--- src/rtl/piano_key_ctrl_if.sv ---
// Key/tone bus between the push-button front end and the tone generator.
//   keys        : raw active-high buttons, index 0 = C4 .. 6 = B4
//   half_period : terminal count for the square-wave toggle counter
//   note_idx    : sounding key index, 7 = none
//   tone_en     : high while a note sounds
//   note_change : one-cycle pulse on every note_idx change
// master = key controller, slave = downstream tone generator / key source.
interface piano_key_ctrl_if #(
  parameter int NUM_KEYS = 7,
  parameter int HP_W     = 19
);
  logic [NUM_KEYS-1:0] keys;
  logic [HP_W-1:0]     half_period;
  logic [2:0]          note_idx;
  logic                tone_en;
  logic                note_change;

  modport master (
    input  keys,
    output half_period, note_idx, tone_en, note_change
  );

  modport slave (
    output keys,
    input  half_period, note_idx, tone_en, note_change
  );
endinterface

--- src/rtl/piano_key_ctrl.sv ---
// Piano key controller: synchronises and debounces one octave of buttons,
// picks the lowest held key and publishes its half-period terminal count.
//   clk   : system clock (50 MHz)
//   rst_n : asynchronous active-low reset
//   bus   : piano_key_ctrl_if master (keys in; half_period, note_idx,
//           tone_en, note_change out)

// Per-key two-flop synchroniser plus stability counter.
//   key : raw async button     db : debounced level
module key_debounce #(
  parameter int DEBOUNCE_CYCLES = 500000,
  parameter int CNT_W           = $clog2(DEBOUNCE_CYCLES + 1)
) (
  input  logic clk,
  input  logic rst_n,
  input  logic key,
  output logic db
);
  localparam logic [CNT_W-1:0] LAST = CNT_W'(DEBOUNCE_CYCLES - 1);

  logic             meta, s;
  logic [CNT_W-1:0] cnt;

  always_ff @(posedge clk or negedge rst_n) begin
    if (!rst_n) begin
      meta <= 1'b0;
      s    <= 1'b0;
      cnt  <= '0;
      db   <= 1'b0;
    end else begin
      meta <= key;
      s    <= meta;
      // Any return to the accepted level restarts the count, so the counter
      // can only reach LAST after an unbroken run of differing samples.
      if (s == db) begin
        cnt <= '0;
      end else if (cnt == LAST) begin
        db  <= s;
        cnt <= '0;
      end else begin
        cnt <= cnt + 1'b1;
      end
    end
  end
endmodule

module piano_key_ctrl #(
  parameter int NUM_KEYS        = 7,
  parameter int DEBOUNCE_CYCLES = 500000,
  parameter int HP_W            = 19
) (
  input  logic                clk,
  input  logic                rst_n,
  piano_key_ctrl_if.master    bus
);
  localparam logic [2:0] NONE = 3'd7;

  typedef enum logic {IDLE, PLAY} state_t;

  // round(50e6 / (2 f)) - 1 for C4..B4
  function automatic logic [HP_W-1:0] hp_lut(input logic [2:0] idx);
    case (idx)
      3'd0:    hp_lut = HP_W'(95555);
      3'd1:    hp_lut = HP_W'(85130);
      3'd2:    hp_lut = HP_W'(75842);
      3'd3:    hp_lut = HP_W'(71585);
      3'd4:    hp_lut = HP_W'(63775);
      3'd5:    hp_lut = HP_W'(56817);
      3'd6:    hp_lut = HP_W'(50618);
      default: hp_lut = '0;
    endcase
  endfunction

  logic [NUM_KEYS-1:0] db;
  logic [2:0]          sel;
  logic                any_key;

  state_t              state;
  logic [HP_W-1:0]     half_period;
  logic [2:0]          note_idx;
  logic                tone_en;
  logic                note_change;

  for (genvar i = 0; i < NUM_KEYS; i++) begin : g_key
    key_debounce #(.DEBOUNCE_CYCLES(DEBOUNCE_CYCLES)) u_db (
      .clk   (clk),
      .rst_n (rst_n),
      .key   (bus.keys[i]),
      .db    (db[i])
    );
  end

  // Lowest held index wins; scanning downward lets the last hit be the lowest.
  always_comb begin
    sel = NONE;
    for (int i = NUM_KEYS - 1; i >= 0; i--) begin
      if (db[i]) sel = 3'(i);
    end
  end

  assign any_key = |db;

  // All debounced keys are evaluated together each cycle, so simultaneous
  // changes collapse into a single load and a single pulse.
  always_ff @(posedge clk or negedge rst_n) begin
    if (!rst_n) begin
      state       <= IDLE;
      half_period <= '0;
      note_idx    <= NONE;
      tone_en     <= 1'b0;
      note_change <= 1'b0;
    end else begin
      note_change <= 1'b0;
      case (state)
        IDLE: begin
          if (any_key) begin
            state       <= PLAY;
            note_idx    <= sel;
            half_period <= hp_lut(sel);
            tone_en     <= 1'b1;
            note_change <= 1'b1;
          end
        end
        PLAY: begin
          if (!any_key) begin
            // half_period is left alone so the generator idles on the last tone
            state       <= IDLE;
            note_idx    <= NONE;
            tone_en     <= 1'b0;
            note_change <= 1'b1;
          end else if (sel != note_idx) begin
            note_idx    <= sel;
            half_period <= hp_lut(sel);
            note_change <= 1'b1;
          end
        end
        default: state <= IDLE;
      endcase
    end
  end

  assign bus.half_period = half_period;
  assign bus.note_idx    = note_idx;
  assign bus.tone_en     = tone_en;
  assign bus.note_change = note_change;
endmodule

--- src/flat_wrapper.sv ---
// flat-port wrapper written by rule: the top's interface ports become plain ports
module piano_key_ctrl_flat 
#(
  parameter int NUM_KEYS        = 7,
  parameter int DEBOUNCE_CYCLES = 500000,
  parameter int HP_W            = 19
)
  (clk, rst_n, bus_keys, bus_half_period, bus_note_idx, bus_tone_en, bus_note_change);
  piano_key_ctrl_if #(.NUM_KEYS(NUM_KEYS), .HP_W(HP_W)) bus_i ();
  input  logic clk;
  input  logic rst_n;
  input wire logic [$bits(bus_i.keys)-1:0] bus_keys;
  output wire logic [$bits(bus_i.half_period)-1:0] bus_half_period;
  output wire logic [$bits(bus_i.note_idx)-1:0] bus_note_idx;
  output wire logic [$bits(bus_i.tone_en)-1:0] bus_tone_en;
  output wire logic [$bits(bus_i.note_change)-1:0] bus_note_change;
  assign bus_i.keys = bus_keys;
  assign bus_half_period = bus_i.half_period;
  assign bus_note_idx = bus_i.note_idx;
  assign bus_tone_en = bus_i.tone_en;
  assign bus_note_change = bus_i.note_change;
  piano_key_ctrl #(.NUM_KEYS(NUM_KEYS), .DEBOUNCE_CYCLES(DEBOUNCE_CYCLES), .HP_W(HP_W)) u_core (.clk(clk), .rst_n(rst_n), .bus(bus_i));
endmodule
--- config.mk ---
export PLATFORM = sky130hd
export DESIGN_NAME = piano_key_ctrl_flat
export DESIGN_NICKNAME = d
export VERILOG_FILES = /design/src/rtl/piano_key_ctrl_if.sv /design/src/rtl/piano_key_ctrl.sv /design/src/flat_wrapper.sv
export SDC_FILE = /design/constraint.sdc
export NUM_CORES = 1
export LEC_CHECK = 0
export BUFFER_PORTS_ARGS = -buffer_cell sky130_fd_sc_hd__buf_2
export CORE_ASPECT_RATIO = 0.7
export CORE_MARGIN = 5
export CORE_UTILIZATION = 56
export CTS_CLUSTER_DIAMETER = 80
export DETAILED_ROUTE_END_ITERATION = 16
export PLACE_DENSITY = 0.76
export SYNTH_ARGS = -nofsm -noshare
export SYNTH_HDL_FRONTEND = slang
export SYNTH_SLANG_ARGS = --single-unit
--- constraint.sdc ---
create_clock -name clk -period 2.15 [get_ports clk]
set_input_delay 0.645 -clock clk [delete_from_list [all_inputs] [get_ports clk]]
set_output_delay 0.645 -clock clk [all_outputs]
set_load 0.01 [all_outputs]
==> results of run 1 <==
-- per-stage QoR --
step | setup WS (ns) | cells
global placement | 0.05374 | 1055
floorplan | -0.02281 | 832
global route | -0.04846 | 1091
CTS | 0.01639 | 1087
finish | 0.03582 | 1091
detailed placement | -0.004438 | 1055
-- per-layer routing --
layer | up-vias | global-route usage [%] | wire length (um)
li1 | 2895 | - | -
met1 | 2787 | 29.19 | 7946
met2 | 102 | 27.78 | 6871
met3 | 18 | 4.312 | 650
met4 | 0 | 5.831 | 204
met5 | - | 0 | 0
-- state kept, by name, summed over array words and instances (netlist names) --
register                flops
u_core.bus.note_idx         3
u_core.bus.tone_en          1
u_core.g_key.u_db.meta      7
u_core.bus.note_change      1
u_core.g_key.u_db.cnt     133
u_core.state                1
u_core.g_key.u_db.s         7
u_core.g_key.u_db.db        7
u_core.bus.half_period     15
-- path summary, 6_finish.rpt --
path                                            from                     endpoint  slack, ns  depth (start not counted)
min                                            rst_n  u_core.g_key[3].u_db.cnt[8]       0.13                          1
max reg2reg                  u_core.g_key[2].u_db.db    u_core.bus.half_period[3]       0.04                          5
min reg2reg                u_core.g_key[6].u_db.meta       u_core.g_key[6].u_db.s       0.35                          0
max                          u_core.g_key[2].u_db.db    u_core.bus.half_period[3]       0.04                          5
max in group asynchronous                      rst_n  u_core.g_key[6].u_db.cnt[7]       1.33                          2
min in group clk                         bus_keys[2]    u_core.g_key[2].u_db.meta       0.32                          1
-- cell usage in the layout (no fill, tap or decap), types with 3 or more instances in the layout --
| master | synthesis | layout |
|---|---|---|
| dfrtp_1 | 172 | 167 |
| nor2_1 | 164 | 163 |
| xnor2_1 | 71 | 71 |
| nand2_1 | 64 | 64 |
| xor2_1 | 57 | 57 |
| nand3_1 | 53 | 53 |
| nor3_1 | 34 | 34 |
| buf_2 | 2 | 29 |
| inv_1 | 28 | 28 |
| buf_4 | 5 | 24 |
| nand4_1 | 22 | 22 |
| nor4_1 | 19 | 19 |
| clkbuf_16 | 0 | 17 |
| and3_1 | 13 | 13 |
| and4_1 | 10 | 10 |
| o21ai_0 | 10 | 10 |
| a21oi_1 | 9 | 9 |
| ha_1 | 9 | 9 |
| mux2_2 | 8 | 8 |
| nor4b_1 | 6 | 6 |
| or2_2 | 6 | 6 |
| and2_1 | 5 | 5 |
| clkinvlp_4 | 0 | 5 |
| dfrtp_2 | 0 | 5 |
| nand3b_1 | 4 | 4 |
| or3_1 | 4 | 4 |
| mux2_4 | 4 | 4 |
| mux2i_1 | 3 | 3 |
| clkinv_2 | 0 | 3 |
| buf_6 | 3 | 3 |
| dfstp_2 | 3 | 3 |
-- cell usage after synthesis, types with 2 or more instances --
cell type	number
ha_1	9
mux2i_1	3
buf_1	2
buf_4	5
xor2_1	57
nand2b_1	2
and2_1	5
dfstp_2	3
buf_6	3
or4_1	2
or2_2	6
or3_1	4
nor4b_1	6
mux2_4	4
nand3_1	53
o21ai_0	10
buf_2	2
and4_1	10
clkbuf_1	13
nor3_1	34
o21bai_1	2
nand3b_1	4
inv_1	28
nand4b_1	2
dfrtp_1	172
a21oi_1	9
mux2_2	8
xnor2_1	71
nor4_1	19
nand4_1	22
nor2b_1	3
nand2_1	64
and3_1	13
nor2_1	164
-- report_power, final --
| part | internal (mW) | switching [mW] | leakage, nW |
|---|---|---|---|
| registers | 3.34 | 0.0416 | 2.38 |
| logic | 0.0568 | 0.139 | 1.45 |
| clock network | 1.54 | 1.30 | 0.255 |
-- repair_timing --
action,in CTS,in global routing
gates resized for setup,1,7
hold buffers,0,0
buffers inserted,0,4
setup endpoints to repair,6,11
gates cloned,0,0
pin swaps,0,3
-- logic make-up (layout without fill, tap and decap cells) --
group	Yosys count	after routing	share of synthesized area (%)
muxes	15	15	2.176
other	1	2	0.04529
buffers and inverters	54	118	2.992
adders and majority gates	9	9	1.360
xor gates and xnor gates	128	128	13.54
AOI/OAI and AO/OA	33	33	2.947
DFF	175	175	52.94
and+or+nand+nor	416	416	24.00
-- cell type report --
| cell class | count | area, um2 | share of cell area (%) |
|---|---|---|---|
| Clock inverter | 12 | 87.58 | 0.9365 |
| Timing Repair Buffer | 58 | 399.1 | 4.268 |
| Sequential cell | 175 | 4389 | 46.93 |
| Inverter | 28 | 105.1 | 1.124 |
| Multi-Input combinational cell | 603 | 3671 | 39.25 |
| Clock buffer | 20 | 456.7 | 4.883 |
| Tap cell | 195 | 244.0 | 2.609 |
-- worst reg2reg max path, cell delays in order (launching register included) --
cell and delay (ns):
dfrtp_2 0.47, o311a_1 0.39, o21a_1 0.21, o41ai_4 0.41, buf_6 0.19, mux2_2 0.34
==> flow_metrics.tcl, run 1 <==
set metrics [dict create \
    synth_top_area_cell "dfrtp_1" \
    die_h_um 111.7 \
    drv_cap 0 \
    dr.pass1.iters 5 \
    dpl.hpwl_um 10760 \
    maxSlewViolCount 0 \
    antenna_found_initial 0 \
    cpMaxStageDelayCell "dfrtp_2" \
    core-area_um2 14580 \
    syn_area_um2 8279 \
    grt_first_pass_wirelength_um 27320 \
    row_count 37 \
    post-route-period-util_pct 98.33 \
    dpl_cell_area_um2 8756 \
    status "finished clean" \
    final_cell_area_um2 9353 \
    hp-class "in2async" \
    start_kind "flip-flop" \
    globalplace.congestion 0.8452 \
    fin_util_pct 64.14 \
    viasPerCell 5.318 \
    critPathTopFamily "compound AO/OA/AOI/OAI gates" \
    io_pins 33 \
    cp.buffers_inverters 1 \
    grt_overflow 0 \
    wire_per_inst_um 14.36 \
    final-setup-viol-count 0 \
    rsz0062_at_grt "true" \
    yosysSeqAreaShare_pct 52.94 \
    hold_viol 0 \
    cp.arrival_ns 2.42 \
    grt_max_degree 45 \
    synthTopCellsByArea "dfrtp_1 (52%), xnor2_1 (7.5%), nor2_1 (7.4%)" \
    cts.clk_slew.worst_paths_ns 0.07 \
    async_flop_share_pct 100.0 \
    worstSetupEndpointType "flip-flop" \
    timing.slew.headroom_pct 56.99 \
    fill_cells 1185 \
    clock_sinks 175 \
    ys_ff_latch 175 \
    num_vias 5802 \
    synth_edf_count 0 \
    tns_ns 0 \
    ys.flop_type "dfrtp_1" \
    dieArea_um2 17360 \
    syn_inst 831 \
    clock.fmax_mhz 473.0 \
    antenna_left 0 \
    drt_iter0_markers 328 \
    synthDistinctLibCells 51 \
    cts.htree.levels 4 \
    slowest_delay_ns 0.47 \
    path_cells "o311a_1 > o21a_1 > o41ai_4 > buf_6 > mux2_2" \
    synthToLayoutAreaGrowth_pct 12.97 \
    clockBufferDepth 2 \
    powerDensity_nw_per_um2 686.1 \
    start_util_pct 56.77 \
    port_buffers 30 \
    dieWidth_um 155.3 \
    p_leak_nw 4.083 \
    holdWs_ns 0.1286 \
    ir_drop_uv 376.3 \
    power_mw 6.417 \
    cp_max_fo 7 \
    drc_errors 0 \
    finClkSkew_ns 0.01003 \
    path_class "reg2reg" \
    numCtsBuffers 17 \
    track_usage_pct 19.25 \
    netlist.area_leader.share_pct 51.99 \
    postSynthAreaPerCell_um2 9.963 \
    cp_data_required_time_ns 2.46 \
    drive_gt1_share_pct 13.50 \
    diodes 0 \
    worstMarginPinSlew_ns 0.6393 \
    worstSkewPairLatency_ns 0.42 \
    ys.warnings.count 0 \
    cts_tree "built" \
    root_buffer "clkbuf_16" \
    nets 901 \
    grt_pass1_vias 5691 \
    min_period_ns 2.114 \
    drt-total-wl_um 15670 \
]
Note: power is estimated with default switching activity, not from simulation.
==> run 2: changes to the inputs <==
--- a/config.mk
+++ b/config.mk
@@ -8,10 +8,11 @@
 export BUFFER_PORTS_ARGS = -buffer_cell sky130_fd_sc_hd__buf_2
 export CORE_ASPECT_RATIO = 0.7
 export CORE_MARGIN = 5
-export CORE_UTILIZATION = 56
+export CORE_UTILIZATION = 59
 export CTS_CLUSTER_DIAMETER = 80
+export CTS_CLUSTER_SIZE = 8
 export DETAILED_ROUTE_END_ITERATION = 16
-export PLACE_DENSITY = 0.76
+export PLACE_DENSITY = 0.77
 export SYNTH_ARGS = -nofsm -noshare
 export SYNTH_HDL_FRONTEND = slang
 export SYNTH_SLANG_ARGS = --single-unit
==> constraint.sdc (replaced) <==
create_clock -name clk -period 2.7 [get_ports clk]
set_input_delay 0.405 -clock clk [delete_from_list [all_inputs] [get_ports clk]]
set_output_delay 0.405 -clock clk [all_outputs]
set_load 0.01 [all_outputs]
==> run 2 against run 1 <==
Compared with the run above: non-clock buffer count fell by 18; worst hold slack got worse by 0.054 ns; sequential cell count did not move; global-route usage rose by 1.8 points; critical path depth rose by 3; register-to-register slack improved by 0.22 ns; first-iteration DRC count rose by 16%; setup slack improved by 0.22 ns; die area fell by 4.7%; clock skew fell by 0.0026 ns; largest cell class unchanged; highest routed layer unchanged.
==> flow_metrics.tcl, run 2 (synthesis gave the netlist of run 1 again) <==
set metrics [dict create \
    worstSkewPairLatency_ns 0.43 \
    rsz0062_at_grt "false" \
    dr.pass1.iters 5 \
    cp_max_fo 15 \
    core-area_um2 13830 \
    clockBufferDepth 2 \
    dpl_cell_area_um2 8615 \
    drive_gt1_share_pct 10.82 \
    dieArea_um2 16540 \
    status "finished clean" \
    grt_pass1_vias 5730 \
    busiest_layer "met2" \
    grt_overflow 0 \
    top_regs "u_core.g_key.u_db.cnt: 133 flops, u_core.bus.half_period: 15 flops" \
    powerDensity_nw_per_um2 598.5 \
    die_h_um 109.1 \
    wire_per_inst_um 15.01 \
    cts.clk_slew.worst_paths_ns 0.07 \
    final_cell_mix "dfrtp_1 (172), nor2_1 (164), xnor2_1 (71)" \
    antenna_found_initial 0 \
    io_pins 33 \
    path_class "reg2reg" \
    clock_sinks 175 \
    grt_max_degree 67 \
    cp.arrival_ns 2.76 \
    ir_drop_uv 362.2 \
    nets 883 \
    start_util_pct 59.87 \
    cts.htree.levels 4 \
    worstSetupEndpointType "flip-flop" \
    finClkSkew_ns 0.007422 \
    multi_input_area_um2 3652 \
    cts_tree "built" \
    clock.fmax_mhz 409.3 \
    seqCellArea_um2 4383 \
    drc_errors 0 \
    final-setup-viol-count 0 \
    hold_viol 0 \
    post-route-period-util_pct 90.50 \
    min_period_ns 2.443 \
    largest_register "u_core.g_key.u_db.cnt" \
    diodes 0 \
    timing.slew.headroom_pct 51.85 \
    antenna_left 0 \
    grt_first_pass_wirelength_um 27550 \
    dpl.hpwl_um 11110 \
    post_cts_resized 0 \
    fill_cells 1037 \
    globalplace.congestion 0.9498 \
    power_mw 5.552 \
    cp_data_required_time_ns 3.01 \
    num_vias 5823 \
    worstMarginPinSlew_ns 0.7222 \
    holdWs_ns 0.07474 \
    use_met1_pct 29.14 \
    start_kind "flip-flop" \
    grt_use_met2_pct 32.65 \
    drt_iter0_markers 382 \
    root_buffer "clkbuf_16" \
    numCtsBuffers 17 \
    hp-class "in2reg" \
    final_common_cell "dfrtp_1" \
    drv_cap 0 \
    largest_reg_flops 133 \
    tns_ns 0 \
    final_cell_area_um2 9278 \
    dieWidth_um 151.6 \
    fin_util_pct 67.09 \
    drt-total-wl_um 16030 \
    synthToLayoutAreaGrowth_pct 12.06 \
    row_count 36 \
    port_buffers 30 \
    viasPerCell 5.452 \
    grtUsageMet3_pct 5.692 \
    track_usage_pct 21.06 \
    maxSlewViolCount 0 \
    p_leak_nw 4.047 \
]
-- run 2: changes by cell type in the layout (fill, tap and decap cells not counted), moves of 2 or more --
cell,delta
dfrtp_2,-5
dfrtp_1,+5
buf_6,-2
bufinv_16,+5
buf_4,-16
clkinvlp_4,-3
-- run 2: per-stage QoR --
stage | worst slack, ns | cells
after global placement | 0.4666 | 1035
after floorplan | 0.4632 | 832
after global routing | 0.1193 | 1068
final | 0.2566 | 1068
after CTS | 0.2742 | 1068
after detailed placement | 0.2657 | 1035
-- run 2: routing by layer --
layer  wire (um)  vias up
met2        7455      120
met4         201        0
li1            -     2865
met5           0        -
met3         783       23
met1        7587     2815
-- run 2: layout make-up --
class / count / area share [%]
Sequential cell: 175 / 47.24
Multi-Input combinational cell: 603 / 39.37
Clock buffer: 19 / 4.774
Timing Repair Buffer: 40 / 2.657
Tap cell: 190 / 2.562
Clock inverter: 13 / 2.266
Inverter: 28 / 1.133
-- run 2: what timing repair did --
action,in CTS,in global routing
buffers inserted,0,0
hold buffers,1,0
setup endpoints to repair,0,0
endpoints found under the hold margin,45,0
-- run 2: worst paths after layout --
check / to / depth (start not counted) / startpoint / slack [ns]
worst min register to register: u_core.g_key[1].u_db.s / 0 / u_core.g_key[1].u_db.meta / 0.36
worst min-delay path: u_core.g_key[2].u_db.meta / 1 / bus_keys[2] / 0.07
worst max register to register: u_core.bus.half_period[16] / 8 / u_core.g_key[2].u_db.db / 0.26
min in group asynchronous: u_core.g_key[5].u_db.cnt[11] / 2 / rst_n / 0.49
max in group asynchronous: u_core.g_key[6].u_db.cnt[18] / 3 / rst_n / 1.42
worst max-delay path: u_core.bus.half_period[16] / 8 / u_core.g_key[2].u_db.db / 0.26
-- run 2: worst max-delay path, cell delays in order (launching register included) --
cell and delay (ns):
dfrtp_1 0.48, nor4_2 0.41, nand2_1 0.26, inv_1 0.18
ha_1 0.19, nor2_1 0.09, o41ai_4 0.05, buf_4 0.30
mux2_2 0.36
-- run 2: power breakdown --
part | leakage [nW] | internal (mW) | switching [mW]
Combinational | 1.35 | 0.0423 | 0.111
Clock | 0.314 | 1.67 | 1.04
Sequential | 2.38 | 2.66 | 0.0341
==> run 3: changes to the inputs <==
--- a/config.mk
+++ b/config.mk
@@ -9,6 +9,7 @@
 export CORE_ASPECT_RATIO = 0.7
 export CORE_MARGIN = 5
 export CORE_UTILIZATION = 59
+export CTS_BUF_LIST = sky130_fd_sc_hd__clkbuf_16
 export CTS_CLUSTER_DIAMETER = 80
 export CTS_CLUSTER_SIZE = 8
 export DETAILED_ROUTE_END_ITERATION = 16
==> run 3 against run 2 <==
Compared with the run above: core utilization decreased by 0.072 points; sequential share of layout area is 0.051 points higher; worst hold slack improved by 0.0037 ns; largest cell class unchanged; via count hardly changed; critical path depth stayed put.
==> flow_metrics.tcl, run 3 (synthesis gave the netlist of run 1 again) <==
set metrics [dict create \
    status "finished clean" \
    finClkSkew_ns 0.006841 \
    seq_power_share_pct 48.8 \
    dp_slack_ns 0.2657 \
    worstMarginPinSlew_ns 0.7223 \
    timing.rr.end "u_core.bus.half_period[16]" \
    cp_max_fo 15 \
    cpMaxStageDelayCell "dfrtp_1" \
    hold_viol 0 \
    start_kind "flip-flop" \
    drc_errors 0 \
    dieWidth_um 151.6 \
    grt_max_degree 67 \
    drv_cap 0 \
    min_period_ns 2.454 \
    die_h_um 109.1 \
    cts_tree "built" \
    post_cts_resized 0 \
    nets 883 \
    final_common_cell "dfrtp_1" \
    cp.arrival_ns 2.76 \
    dieArea_um2 16540 \
    worstRegToRegCells 8 \
    cp_data_required_time_ns 3.01 \
    antenna_found_initial 0 \
    hold_end "u_core.g_key[2].u_db.meta" \
    wire_per_inst_um 14.98 \
    setup_slack_ns 0.2464 \
    largest_register "u_core.g_key.u_db.cnt" \
    synthToLayoutAreaGrowth_pct 11.94 \
    power_mw 5.519 \
    hold_path_depth 1 \
    clock.fmax_mhz 407.6 \
    swShare_pct 21.35 \
    final-setup-viol-count 0 \
    internal_power_mw 4.340 \
    hp-start "bus_keys[2]" \
    maxSlewViolCount 0 \
    core-area_um2 13830 \
    final_cell_mix "dfrtp_1 (172), nor2_1 (164), xnor2_1 (71)" \
    io_pins 33 \
    rsz0062_at_grt "false" \
    slowest_delay_ns 0.48 \
    clock_sinks 175 \
    top_regs "u_core.g_key.u_db.cnt: 133 flops, u_core.bus.half_period: 15 flops" \
    start_util_pct 59.87 \
    track_usage_pct 21.06 \
    drt_iter0_markers 382 \
    diodes 0 \
    grt_pass1_vias 5730 \
    cts.htree.levels 4 \
    drive_gt1_share_pct 10.71 \
    comb_power_share_pct 2.8 \
    num_vias 5821 \
    row_count 36 \
    hp-class "in2reg" \
    r2r_start "u_core.g_key[2].u_db.db" \
    cts.clk_slew.worst_paths_ns 0.07 \
    root_buffer "clkbuf_16" \
    p_clk_share_pct 48.4 \
    path_class "reg2reg" \
    grt_overflow 0 \
    ff2ff_setup_slack_ns 0.25 \
    powerDensity_nw_per_um2 595.5 \
    holdWs_ns 0.07849 \
    dr.pass1.iters 5 \
    port_buffers 30 \
    largest_reg_flops 133 \
    viasPerCell 5.450 \
    path_cells "nor4_2 > nand2_1 > inv_1 > ha_1 > nor2_1 > o41ai_4 > buf_4 > mux2_2" \
    ir_drop_uv 359.6 \
    post-route-period-util_pct 90.87 \
    numCtsBuffers 17 \
    fill_cells 1039 \
    critPathTopFamily "simple AND/OR/NAND/NOR gates" \
    p_switching_mw 1.178 \
    worstSkewPairLatency_ns 0.43 \
    dpl.hpwl_um 11110 \
    drt-total-wl_um 16000 \
    worstSetupEndpointType "flip-flop" \
    cp.buffers_inverters 2 \
    tns_ns 0 \
    grt_first_pass_wirelength_um 27550 \
    clockBufferDepth 2 \
    globalplace.congestion 0.9498 \
    p_leak_nw 4.045 \
    timing.slew.headroom_pct 51.85 \
    antenna_left 0 \
]
run 3: changes by cell type in the layout (fill, tap and decap cells not counted), sizes merged:
cell,previous run,this run
clkinv,4,5
clkbuf,19,17
inv,30,31
run 3: cell type report:
class                           count  area, um2  area share [%]
Inverter                           28      105.1           1.134
Multi-Input combinational cell    603       3652           39.41
Clock inverter                     15      217.7           2.349
Tap cell                          190      237.7           2.565
Clock buffer                       17      425.4           4.590
Sequential cell                   175       4383           47.29
Timing Repair Buffer               40      246.5           2.660
run 3: worst register-to-register path: cells and delay by family (launching register included):
kind	cells	cell delay, ns
simple gates	3	0.77
flops	1	0.48
buf+inv	2	0.48
mux	1	0.36
fa+ha+maj	1	0.19
compound gates	1	0.06
run 3: routing by layer:
layer,share of wire [%],routed length (um),global-route usage (%)
met5,0,0,0
met2,46,7401,32.65
met4,1.5,238,6.795
met1,48,7610,29.14
met3,4.7,752,5.692
run 3: power groups by stage:
stage | Sequential (mW) | Combinational [mW] | Clock, mW
CTS | 2.69 | 0.158 | 2.71
finish | 2.69 | 0.153 | 2.67
detailed placement | 2.74 | 0.156 | 0
global route | 2.69 | 0.180 | 2.84
global placement | 2.74 | 0.149 | 0
floorplan | 2.73 | 0.0805 | 0
run 3: how the worst max path moves through the flow:
stage	start	endpoint	slack, ns	cells after the start
after floorplan	u_core.g_key[1].u_db.db	u_core.bus.half_period[10]	0.46	7
after global placement	u_core.g_key[2].u_db.db	u_core.bus.half_period[16]	0.47	8
after detailed placement	u_core.g_key[2].u_db.db	u_core.bus.half_period[6]	0.27	8
after CTS	u_core.g_key[2].u_db.db	u_core.bus.half_period[16]	0.27	8
after global routing	u_core.g_key[2].u_db.db	u_core.bus.half_period[16]	0.12	8
final	u_core.g_key[2].u_db.db	u_core.bus.half_period[16]	0.25	8
run 3: through the flow:
stage / area, um2 / utilization (%) / cells
after global routing: 9268 / 67.02 / 1068
after detailed placement: 8615 / 62.30 / 1035
after CTS: 9268 / 67.02 / 1068
after global placement: 8615 / 62.30 / 1035
final: 9268 / 67.02 / 1068
after floorplan: 8283 / - / 832
run 3: what timing repair did:
item / 4_1_cts / 5_1_grt
endpoints found under the setup margin: 0 / 0
hold endpoints to repair: 45 / 0
hold buffers: 1 / 0
buffers inserted: 0 / 0
